$ cat src/rtl/snoop_cache_if.sv
`default_nettype none
// ============================================================================
// Module   : snoop_cache_if
// Brief    : CPU request, coherence bus, snoop, fill and flush bundle of snoop_cache.
// Revision : 1.0
// ============================================================================
interface snoop_cache_if #(
  parameter int ADDR_W = 5,
  parameter int DATA_W = 4
);
  logic              execute_instruction;
  logic              instruction;
  logic [ADDR_W-1:0] address;
  logic [DATA_W-1:0] data_in;
  logic [DATA_W-1:0] data_out;
  logic              done;
  logic              bus_req;
  logic              bus_grant;
  logic [1:0]        bus_op;
  logic [ADDR_W-1:0] bus_addr;
  logic [DATA_W-1:0] bus_data;
  logic              snoop_valid;
  logic [1:0]        snoop_op;
  logic [ADDR_W-1:0] snoop_addr;
  logic              mem_valid;
  logic [DATA_W-1:0] mem_data;
  logic              flush_valid;
  logic [DATA_W-1:0] flush_data;
  logic [15:0]       hit_count;
  logic [15:0]       miss_count;

  // master is the cache itself; slave is the CPU/bus/memory environment
  modport master (
    input  execute_instruction, instruction, address, data_in, bus_grant,
           snoop_valid, snoop_op, snoop_addr, mem_valid, mem_data,
    output data_out, done, bus_req, bus_op, bus_addr, bus_data,
           flush_valid, flush_data, hit_count, miss_count
  );

  modport slave (
    output execute_instruction, instruction, address, data_in, bus_grant,
           snoop_valid, snoop_op, snoop_addr, mem_valid, mem_data,
    input  data_out, done, bus_req, bus_op, bus_addr, bus_data,
           flush_valid, flush_data, hit_count, miss_count
  );
endinterface
`default_nettype wire

$ cat src/rtl/snoop_cache.sv
`default_nettype none
// ============================================================================
// Module   : snoop_cache
// Brief    : Direct-mapped MSI snooping cache with write-back, upgrade and fill.
//            Optional hit/miss statistics enabled by SNOOP_CACHE_STATS_EN.
// Revision : 1.0
// ============================================================================
module snoop_cache #(
  parameter int LINES  = 4,
  parameter int ADDR_W = 5,
  parameter int DATA_W = 4
) (
  input  wire logic     clock,
  input  wire logic     reset_n,
  snoop_cache_if.master ctl
);
  localparam int c_IDX_W = $clog2(LINES);
  localparam int c_TAG_W = ADDR_W - c_IDX_W;

  localparam logic [1:0] c_I = 2'b00, c_S = 2'b01, c_M = 2'b10;
  localparam logic [1:0] c_OP_NONE = 2'b00, c_OP_RD = 2'b01, c_OP_WR = 2'b10, c_OP_INV = 2'b11;

  localparam logic [2:0] c_IDLE = 3'd0, c_LOOKUP = 3'd1, c_WB = 3'd2,
                         c_REQ  = 3'd3, c_FILL   = 3'd4, c_DONE = 3'd5;

  logic [2:0]         r_state, w_next_state;
  logic               r_op, r_upgrade;
  logic [ADDR_W-1:0]  r_addr;
  logic [DATA_W-1:0]  r_wdata, r_rdata;
  logic [1:0]         r_lstate [LINES];
  logic [c_TAG_W-1:0] r_ltag   [LINES];
  logic [DATA_W-1:0]  r_ldata  [LINES];
  logic               r_flush_valid;
  logic [DATA_W-1:0]  r_flush_data;

  logic [c_IDX_W-1:0] w_idx, w_snp_idx;
  logic [c_TAG_W-1:0] w_tag, w_snp_tag;
  logic               w_hit, w_snp_match, w_collide, w_snp_kill, w_upg_live;

  assign w_idx       = r_addr[c_IDX_W-1:0];
  assign w_tag       = r_addr[ADDR_W-1:c_IDX_W];
  assign w_snp_idx   = ctl.snoop_addr[c_IDX_W-1:0];
  assign w_snp_tag   = ctl.snoop_addr[ADDR_W-1:c_IDX_W];
  assign w_hit       = (r_lstate[w_idx] != c_I) && (r_ltag[w_idx] == w_tag);
  assign w_snp_match = ctl.snoop_valid && (r_lstate[w_snp_idx] != c_I) && (r_ltag[w_snp_idx] == w_snp_tag);
  assign w_collide   = ctl.snoop_valid && (w_snp_idx == w_idx);
  // An invalidating snoop landing on the grant cycle must also cancel the upgrade
  assign w_snp_kill  = ctl.snoop_valid && (ctl.snoop_addr == r_addr) &&
                       ((ctl.snoop_op == c_OP_WR) || (ctl.snoop_op == c_OP_INV));
  assign w_upg_live  = r_upgrade && w_hit && (r_lstate[w_idx] == c_S) && !w_snp_kill;

  always_ff @(posedge clock or negedge reset_n) begin
    if (!reset_n) r_state <= c_IDLE;
    else          r_state <= w_next_state;
  end

  always_comb begin
    w_next_state = r_state;
    case (r_state)
      c_IDLE:   if (ctl.execute_instruction) w_next_state = c_LOOKUP;
      c_LOOKUP: begin
        if (w_collide)                                  w_next_state = c_LOOKUP;
        else if (w_hit && r_op && r_lstate[w_idx] == c_S) w_next_state = c_REQ;
        else if (w_hit)                                 w_next_state = c_DONE;
        else if (r_lstate[w_idx] == c_M)                w_next_state = c_WB;
        else                                            w_next_state = c_REQ;
      end
      c_WB:     if (ctl.bus_grant) w_next_state = c_REQ;
      c_REQ:    if (ctl.bus_grant) w_next_state = w_upg_live ? c_DONE : c_FILL;
      c_FILL:   if (ctl.mem_valid) w_next_state = c_DONE;
      c_DONE:   w_next_state = c_IDLE;
      default:  w_next_state = c_IDLE;
    endcase
  end

  always_comb begin
    ctl.bus_req  = 1'b0;
    ctl.bus_op   = c_OP_NONE;
    ctl.bus_addr = '0;
    ctl.bus_data = '0;
    ctl.done     = 1'b0;
    ctl.data_out = '0;
    case (r_state)
      c_WB: begin
        ctl.bus_req  = 1'b1;
        ctl.bus_op   = c_OP_WR;
        ctl.bus_addr = {r_ltag[w_idx], w_idx};
        ctl.bus_data = r_ldata[w_idx];
      end
      c_REQ: begin
        ctl.bus_req  = 1'b1;
        ctl.bus_op   = w_upg_live ? c_OP_INV : (r_op ? c_OP_WR : c_OP_RD);
        ctl.bus_addr = r_addr;
      end
      c_DONE: begin
        ctl.done     = 1'b1;
        ctl.data_out = r_rdata;
      end
      default: ;
    endcase
  end

  assign ctl.flush_valid = r_flush_valid;
  assign ctl.flush_data  = r_flush_data;

  // Snoop updates are written first so controller updates in the same cycle take precedence
  always_ff @(posedge clock or negedge reset_n) begin
    if (!reset_n) begin
      r_op          <= 1'b0;
      r_upgrade     <= 1'b0;
      r_addr        <= '0;
      r_wdata       <= '0;
      r_rdata       <= '0;
      r_flush_valid <= 1'b0;
      r_flush_data  <= '0;
      for (int i = 0; i < LINES; i++) begin
        r_lstate[i] <= c_I;
        r_ltag[i]   <= '0;
        r_ldata[i]  <= '0;
      end
    end else begin
      r_flush_valid <= 1'b0;
      if (w_snp_match) begin
        if (r_lstate[w_snp_idx] == c_M && ctl.snoop_op == c_OP_RD) begin
          r_flush_valid         <= 1'b1;
          r_flush_data          <= r_ldata[w_snp_idx];
          r_lstate[w_snp_idx]   <= c_S;
        end else if (r_lstate[w_snp_idx] == c_M && ctl.snoop_op == c_OP_WR) begin
          r_flush_valid         <= 1'b1;
          r_flush_data          <= r_ldata[w_snp_idx];
          r_lstate[w_snp_idx]   <= c_I;
        end else if (r_lstate[w_snp_idx] == c_S &&
                     (ctl.snoop_op == c_OP_WR || ctl.snoop_op == c_OP_INV)) begin
          r_lstate[w_snp_idx]   <= c_I;
        end
      end
      case (r_state)
        c_IDLE: if (ctl.execute_instruction) begin
          r_op      <= ctl.instruction;
          r_addr    <= ctl.address;
          r_wdata   <= ctl.data_in;
          r_upgrade <= 1'b0;
        end
        c_LOOKUP: if (!w_collide && w_hit) begin
          if (r_op && r_lstate[w_idx] == c_S) begin
            r_upgrade <= 1'b1;
          end else begin
            r_rdata <= r_op ? r_wdata : r_ldata[w_idx];
            if (r_op) r_ldata[w_idx] <= r_wdata;
          end
        end
        c_WB: if (ctl.bus_grant) r_lstate[w_idx] <= c_I;
        c_REQ: if (ctl.bus_grant) begin
          r_upgrade <= 1'b0;
          if (w_upg_live) begin
            r_lstate[w_idx] <= c_M;
            r_ldata[w_idx]  <= r_wdata;
            r_rdata         <= r_wdata;
          end
        end
        c_FILL: if (ctl.mem_valid) begin
          r_ltag[w_idx]   <= w_tag;
          r_ldata[w_idx]  <= r_op ? r_wdata : ctl.mem_data;
          r_lstate[w_idx] <= r_op ? c_M : c_S;
          r_rdata         <= r_op ? r_wdata : ctl.mem_data;
        end
        default: ;
      endcase
    end
  end

`ifdef SNOOP_CACHE_STATS_EN
  logic [15:0] r_hit_count, r_miss_count;

  always_ff @(posedge clock or negedge reset_n) begin
    if (!reset_n) begin
      r_hit_count  <= '0;
      r_miss_count <= '0;
    end else if (r_state == c_LOOKUP && !w_collide) begin
      if (w_hit && r_hit_count != 16'hFFFF)        r_hit_count  <= r_hit_count + 16'd1;
      else if (!w_hit && r_miss_count != 16'hFFFF) r_miss_count <= r_miss_count + 16'd1;
    end
  end

  assign ctl.hit_count  = r_hit_count;
  assign ctl.miss_count = r_miss_count;
`else
  assign ctl.hit_count  = 16'd0;
  assign ctl.miss_count = 16'd0;
`endif
endmodule
`default_nettype wire

$ cat src/flat_wrapper.sv
// flat-port wrapper written by rule: the top's interface ports become plain ports
module snoop_cache_flat 
#(
  parameter int LINES  = 4,
  parameter int ADDR_W = 5,
  parameter int DATA_W = 4
)
  (clock, reset_n, ctl_execute_instruction, ctl_instruction, ctl_address, ctl_data_in, ctl_bus_grant, ctl_snoop_valid, ctl_snoop_op, ctl_snoop_addr, ctl_mem_valid, ctl_mem_data, ctl_data_out, ctl_done, ctl_bus_req, ctl_bus_op, ctl_bus_addr, ctl_bus_data, ctl_flush_valid, ctl_flush_data, ctl_hit_count, ctl_miss_count);
  snoop_cache_if #(.ADDR_W(ADDR_W), .DATA_W(DATA_W)) ctl_i ();
  input  wire logic clock;
  input  wire logic reset_n;
  input wire logic [$bits(ctl_i.execute_instruction)-1:0] ctl_execute_instruction;
  input wire logic [$bits(ctl_i.instruction)-1:0] ctl_instruction;
  input wire logic [$bits(ctl_i.address)-1:0] ctl_address;
  input wire logic [$bits(ctl_i.data_in)-1:0] ctl_data_in;
  input wire logic [$bits(ctl_i.bus_grant)-1:0] ctl_bus_grant;
  input wire logic [$bits(ctl_i.snoop_valid)-1:0] ctl_snoop_valid;
  input wire logic [$bits(ctl_i.snoop_op)-1:0] ctl_snoop_op;
  input wire logic [$bits(ctl_i.snoop_addr)-1:0] ctl_snoop_addr;
  input wire logic [$bits(ctl_i.mem_valid)-1:0] ctl_mem_valid;
  input wire logic [$bits(ctl_i.mem_data)-1:0] ctl_mem_data;
  output wire logic [$bits(ctl_i.data_out)-1:0] ctl_data_out;
  output wire logic [$bits(ctl_i.done)-1:0] ctl_done;
  output wire logic [$bits(ctl_i.bus_req)-1:0] ctl_bus_req;
  output wire logic [$bits(ctl_i.bus_op)-1:0] ctl_bus_op;
  output wire logic [$bits(ctl_i.bus_addr)-1:0] ctl_bus_addr;
  output wire logic [$bits(ctl_i.bus_data)-1:0] ctl_bus_data;
  output wire logic [$bits(ctl_i.flush_valid)-1:0] ctl_flush_valid;
  output wire logic [$bits(ctl_i.flush_data)-1:0] ctl_flush_data;
  output wire logic [$bits(ctl_i.hit_count)-1:0] ctl_hit_count;
  output wire logic [$bits(ctl_i.miss_count)-1:0] ctl_miss_count;
  assign ctl_i.execute_instruction = ctl_execute_instruction;
  assign ctl_i.instruction = ctl_instruction;
  assign ctl_i.address = ctl_address;
  assign ctl_i.data_in = ctl_data_in;
  assign ctl_i.bus_grant = ctl_bus_grant;
  assign ctl_i.snoop_valid = ctl_snoop_valid;
  assign ctl_i.snoop_op = ctl_snoop_op;
  assign ctl_i.snoop_addr = ctl_snoop_addr;
  assign ctl_i.mem_valid = ctl_mem_valid;
  assign ctl_i.mem_data = ctl_mem_data;
  assign ctl_data_out = ctl_i.data_out;
  assign ctl_done = ctl_i.done;
  assign ctl_bus_req = ctl_i.bus_req;
  assign ctl_bus_op = ctl_i.bus_op;
  assign ctl_bus_addr = ctl_i.bus_addr;
  assign ctl_bus_data = ctl_i.bus_data;
  assign ctl_flush_valid = ctl_i.flush_valid;
  assign ctl_flush_data = ctl_i.flush_data;
  assign ctl_hit_count = ctl_i.hit_count;
  assign ctl_miss_count = ctl_i.miss_count;
  snoop_cache #(.LINES(LINES), .ADDR_W(ADDR_W), .DATA_W(DATA_W)) u_core (.clock(clock), .reset_n(reset_n), .ctl(ctl_i));
endmodule
$ cat config.mk
export PLATFORM = sky130hd
export DESIGN_NAME = snoop_cache_flat
export DESIGN_NICKNAME = d
export VERILOG_FILES = /design/src/rtl/snoop_cache_if.sv /design/src/rtl/snoop_cache.sv /design/src/flat_wrapper.sv
export SDC_FILE = /design/constraint.sdc
export NUM_CORES = 1
export LEC_CHECK = 0
export CAP_MARGIN = 20
export CORE_ASPECT_RATIO = 2
export CORE_MARGIN = 5
export CORE_UTILIZATION = 52
export CTS_CLUSTER_SIZE = 40
export DETAILED_ROUTE_END_ITERATION = 8
export PLACE_DENSITY = 0.78
export SLEW_MARGIN = 0
export SYNTH_ARGS = -nofsm -noshare
export SYNTH_HDL_FRONTEND = slang
export SYNTH_SLANG_ARGS = --single-unit
$ cat constraint.sdc
create_clock -name clock -period 3 [get_ports clock]
set_clock_uncertainty 0.15 [all_clocks]
set_input_delay 0.6 -clock clock [delete_from_list [all_inputs] [get_ports clock]]
set_output_delay 0.6 -clock clock [all_outputs]
set_load 0.05 [all_outputs]
## Word-level counts from Yosys, hierarchy flattened

Cells that the tools add are included.
Widths: inputs -> output; s select.

- Order comparisons: 4
- Equal/unequal tests: 25
- Mux-type cells: 82
- Bitwise logic cells: 12
- Reduce and logical (&&, ||, !) cells: 35

Operator list:

| cell | count |
|---|---|
| $mux 16 | 6 |
| $mux 4 | 16 |
| $mux 8 | 8 |
| $pmux 16 s3 | 1 |
| $mux 3 | 12 |
| $bwmux 16 | 2 |
| $pmux 8 s3 | 1 |
| $logic_and 1x1->1 | 18 |
| $and 8x8->8 | 2 |
| $bmux 4 s2 | 2 |
| $mux 2 | 8 |
| $not 8->8 | 2 |
| $pmux 3 s5 | 1 |
| $bmux 3 s2 | 2 |
| $bwmux 12 | 1 |
| $pmux 4 s3 | 1 |
| $mux 1 | 11 |
| $ne 2x2->1 const B | 5 |
| $pmux 5 s2 | 1 |
| $and 4x4->4 | 2 |
| $bmux 2 s2 | 2 |
| $bwmux 8 | 1 |
| $demux 2 s2 | 2 |
| $demux 4 s2 | 1 |
| 28 further kinds | 50 |

- Register bits: 59
- Input port bits: 27
- Output and inout port bits: 54
- Word-level logic and storage cells: 178

## Longest topological paths before layout

- Word-level depth: 15
- Gate-level depth with buffers: 8

## Least setup slack after synthesis

Ideal clock, no wire load.

- Kind: reg-to-output
- Start: reg u_core.r_addr[0]
- End: out ctl_bus_op[0]
- Data arrival time: 2.474 ns
- Slack: -0.224 ns
- Cell stages (with the launch flop): 7
- Buffers on the path: 1
- Cells stage by stage: dfrtp_1 -> buf_2 -> mux4_2 -> xnor2_1 -> nand3_1 -> or2_1 -> a21oi_1

- Longest elaborated chain between the ends: 11
- Elaborated cells on any way between the ends: 20

RTL lines:

| item | RTL line | RTL |
|---|---|---|
| start, declared | snoop_cache.sv:28 | `logic [ADDR_W-1:0] r_addr;` |
| start signal, assigned | snoop_cache.sv:140 | `r_addr <= ctl.address;` |
| $not 2->3 (not written as such) | snoop_cache.sv:44, snoop_cache.sv:50 |  |
| $bmux 3 s2 / $bmux 2 s2 (equally long branches) | snoop_cache.sv:44, snoop_cache.sv:50 |  |
| $mux 3 (not written as such) / $mux 2 (equally long branches) (2 in series) | snoop_cache.sv:44, snoop_cache.sv:50 |  |
| $eq 3x3->1 / $reduce_bool 2->1 (equally long branches) | snoop_cache.sv:44 | `assign w_hit = (r_lstate[w_idx] != c_I) && (r_ltag[w_idx] == w_tag);` |
| $logic_and 1x1->1 | snoop_cache.sv:44 |  |
| $logic_and 1x1->1 (2 in series) | snoop_cache.sv:50 | `assign w_upg_live = r_upgrade && w_hit && (r_lstate[w_idx] == c_S) && !w_snp_kill;` |
| $logic_and 1x1->1 * | snoop_cache.sv:50 |  |
| $mux 2 * | snoop_cache.sv:92 | `ctl.bus_op = w_upg_live ? c_OP_INV : (r_op ? c_OP_WR : c_OP_RD);` |
| $pmux 2 s2 * | snoop_cache.sv:83 | `case (r_state)` |
| end, declared | flat_wrapper.sv:25 | `output wire logic [$bits(ctl_i.bus_op)-1:0] ctl_bus_op;` |

Every way passes the cells marked *; elsewhere a longest branch is shown, timed or not. The select of a mux whose other input is x is not followed.

## Worst setup path after layout

Same ends and word-level chain as after synthesis.

==> impl_results.md <==
- CP Data Arrival Time: ~2.3 ns
- DRC errors left: 0
- Finish-stage setup viols: 2
- Synth unique cells: 51
- GRT Max-Usage Layer: met2
- Vias in the first global route: 3018
- Crit Path Category: register to output port
- DIE HEIGHT: 130 µm
- Ports: 81
- R2r startpoint: u_core.r_addr[0]
- Core area: 7160 µm²
- Synth Area in Compound Gates: under 10%
- Fmax: roughly 330 MHz
- Hold Path Class: primary input to async pin
- CTS H-tree lvls: 3
- Clk pin slew, worst setup/hold paths: 0.06 ns
- Final ANT Viol Nets: 0
- Vias: about 2.9k
- Final setup margin: -0.0737 ns
- Starting density of the core: a little over half
- Skew-Pair Late Insertion Delay: ~0.34 ns
- Total track usage: 21.6%
- Drt wl/cell: about 19 µm
- Hold Buf Count CTS: 0
- TritonCTS clock tree: done
- Final hold viol count: 0
- Clock buffer depth: 2
- Area Growth Syn to Fin: 26.8%
- Largest family of logic cells by synthesized area: multiplexers
- Overflow left after global routing: 0
- CTS Root Buffer Type: clkbuf_16
- Syn Area/Cell: 11.0 µm²
- Crit. End Element: output port
- Cts bufs inserted: 9
- GPL Wtd Cong: a little under 1
- Area leader, netlist: dfrtp_1
- Synth Area in XOR/XNOR: ~3.2%
- Most frequent cells in the layout: dfrtp_1 (58), buf_4 (41), conb_1 (32), clkdlybuf4s50_1 (29), mux2_2 (26)
- Synthesized area: around 3800 µm²
- Die width: 70.2 µm
- Initial DRT Pass Iterations: 4
- Synth warn: 0
- Rows: 44
- Post-synth ARST share: 100%
- Final period utilization: 102%
- EDFF count, synth: 0
- Finished Layout Cells: between 500 and 600
- Global routing met1 resource utilization: between 20% and 30%
- Die area: a little over 9000 µm²
- Sequential share of the synthesized area: roughly two fifths
- Nets@finish: approximately 440
- Minimum clock period: a little over 3 ns
- # Max-Cap Violations: 0
- Initial antenna violation count: 0
- Hold slack: around 0.17 ns
- Gate Count Post-Synth: 342
- Iter 0 DRT Violations: 231
- Startpoint types: register
- Status: complete, but fails checks
- DR vias/cell: roughly 5.8
- FF-to-FF path depth: 10
- Final Max Tran Viols: 0
- Cell area power density: around 1000 nW/µm²
- Lkg Pwr: around 2.1 nW
- Critical path required time: ~2.3 ns
- RSZ-0062 raised after global routing: yes
- Critical Path Fanout Max: 4
- Largest net degree at the start of global routing: 31
- N_diodes: 0
- Simple-Gate Fraction of Synth Area: between 10% and 20%
- Met3 Usage GRT: under 10%
- Top_reg_cell synth: dfrtp_1
- Failing checks: negative setup slack
- Share of layout cells above drive strength 1: between 30% and 40%
- Fraction of synthesized area in multiplexers: 25.7%
- Yosys top cell area share: between 30% and 40%
- First-pass GRT wire length: about 15000 µm
- Peak supply drop: slightly above 0.7 mV
- Total wire length: ~9500 µm
- Inst Count DP: 487
- Top cells by area, synth: dfrtp_1 (39%), mux4_2 (11%), mux2_2 (7.8%), mux2_1 (7.2%), buf_4 (6.4%)
- Worst R2R Setup Slack: between 0.15 and 0.2 ns
- Synth Area in Adders: 0%
- Setup_tns: -0.107 ns
- Sinks on Clock Net: 59
- Slew margin rel.: 52.2%
- Worst Tran Pin Value: just over 0.7 ns
- Buffers added on ports: 48
- #FFs+latches synth: 59
- Post-DP HPWL: 7190 µm
- GRT met2 Usage: a little under two fifths
- Reg-to-Reg End: u_core.r_ldata[13]
- Most common cell after layout, fill and taps aside: dfrtp_1
-- worst max-delay path by stage --
| stage | start | to | slack (ns) | cells past startpoint |
|---|---|---|---|---|
| 6_report | u_core.r_addr[0] | ctl_bus_op[0] | -0.07 | 7 |
| 4_1_cts | u_core.r_addr[0] | ctl_bus_op[0] | -0.08 | 7 |
| 3_5_place_dp | ctl_snoop_addr[0] | u_core.ctl.flush_data[2] | -0.44 | 7 |
| 3_3_place_gp | ctl_snoop_addr[0] | u_core.ctl.flush_data[1] | -0.27 | 7 |
| 2_1_floorplan | u_core.r_addr[0] | ctl_bus_op[0] | 0.07 | 6 |
| 5_1_grt | u_core.r_addr[0] | ctl_bus_op[0] | -0.15 | 7 |
-- synthesized netlist by cell type (6+ instances only) --
cell type,instances
dfrtp_1,59
buf_4,32
mux2_2,26
mux2_1,24
nand2_1,19
mux4_2,18
clkbuf_1,15
nor2_1,15
o21ai_0,11
and2_1,10
a21oi_1,8
nand2b_1,8
o22ai_1,8
xnor2_1,7
inv_1,6
nand3_1,6
-- registers in the layout, summed over array words and instances, names as in the netlist --
name	cells
u_core.ctl.flush_data	4
u_core.ctl.flush_valid	1
u_core.r_addr	5
u_core.r_ldata	16
u_core.r_lstate	8
u_core.r_ltag	12
u_core.r_op	1
u_core.r_rdata	4
u_core.r_state	3
u_core.r_upgrade	1
u_core.r_wdata	4
-- metal layers --
metal	wire [µm]	share of wire (%)
met1	3530	37
met2	5060	53
met3	607	6.4
met4	267	2.8
met5	0	0
-- report_power, final --
part	switching (mW)	total [mW]	internal (mW)	leakage [nW]
Combinational	1.24	2.32	1.08	1.18
Clock	0.365	1.20	0.834	0.173
Sequential	0.336	1.44	1.10	0.767
Total	1.94	4.95	3.01	2.12
-- repair_timing --
action	CTS	global route
pin swaps	4	3
gates resized for setup	10	2
buffers inserted	4	2
endpoints found under the setup margin	8	5
-- critical path, stage by stage (launching register included) --
cell and delay [ns]:
dfrtp_2 0.42, buf_12 0.13, mux4_2 0.55, xnor2_2 0.21, nand3_2 0.11, or2_4 0.26, a21oi_4 0.15, buf_12 0.15
-- stage by stage --
stage	setup WS [ns]	power, mW	instance area (µm²)	util (%)
global placement	-0.271	3.50	4330	60.5
detailed placement	-0.442	3.58	4330	60.5
global route	-0.153	5.24	4780	66.8
floorplan	0.0719	2.97	3900	-
CTS	-0.0756	4.91	4760	66.5
finish	-0.0737	4.95	4780	66.8
-- area by class of cell --
cell class	count	area [µm²]
well taps	92	115
inverters	7	26.3
fillers	559	2370
flip-flops and latches	59	1480
clock inverters	6	113
multi-input cells	257	2120
clock buffers	10	239
repair buffers	78	696
-- cell families after synthesis --
kind of cell              after synthesis
and+or+nand+nor                        89
muxes                                  68
DFF                                    59
buffers and inverters                  57
AOI/OAI and AO/OA                      56
xor gates and xnor gates               12
other                                   1
(Power assumes the default switching activity.)
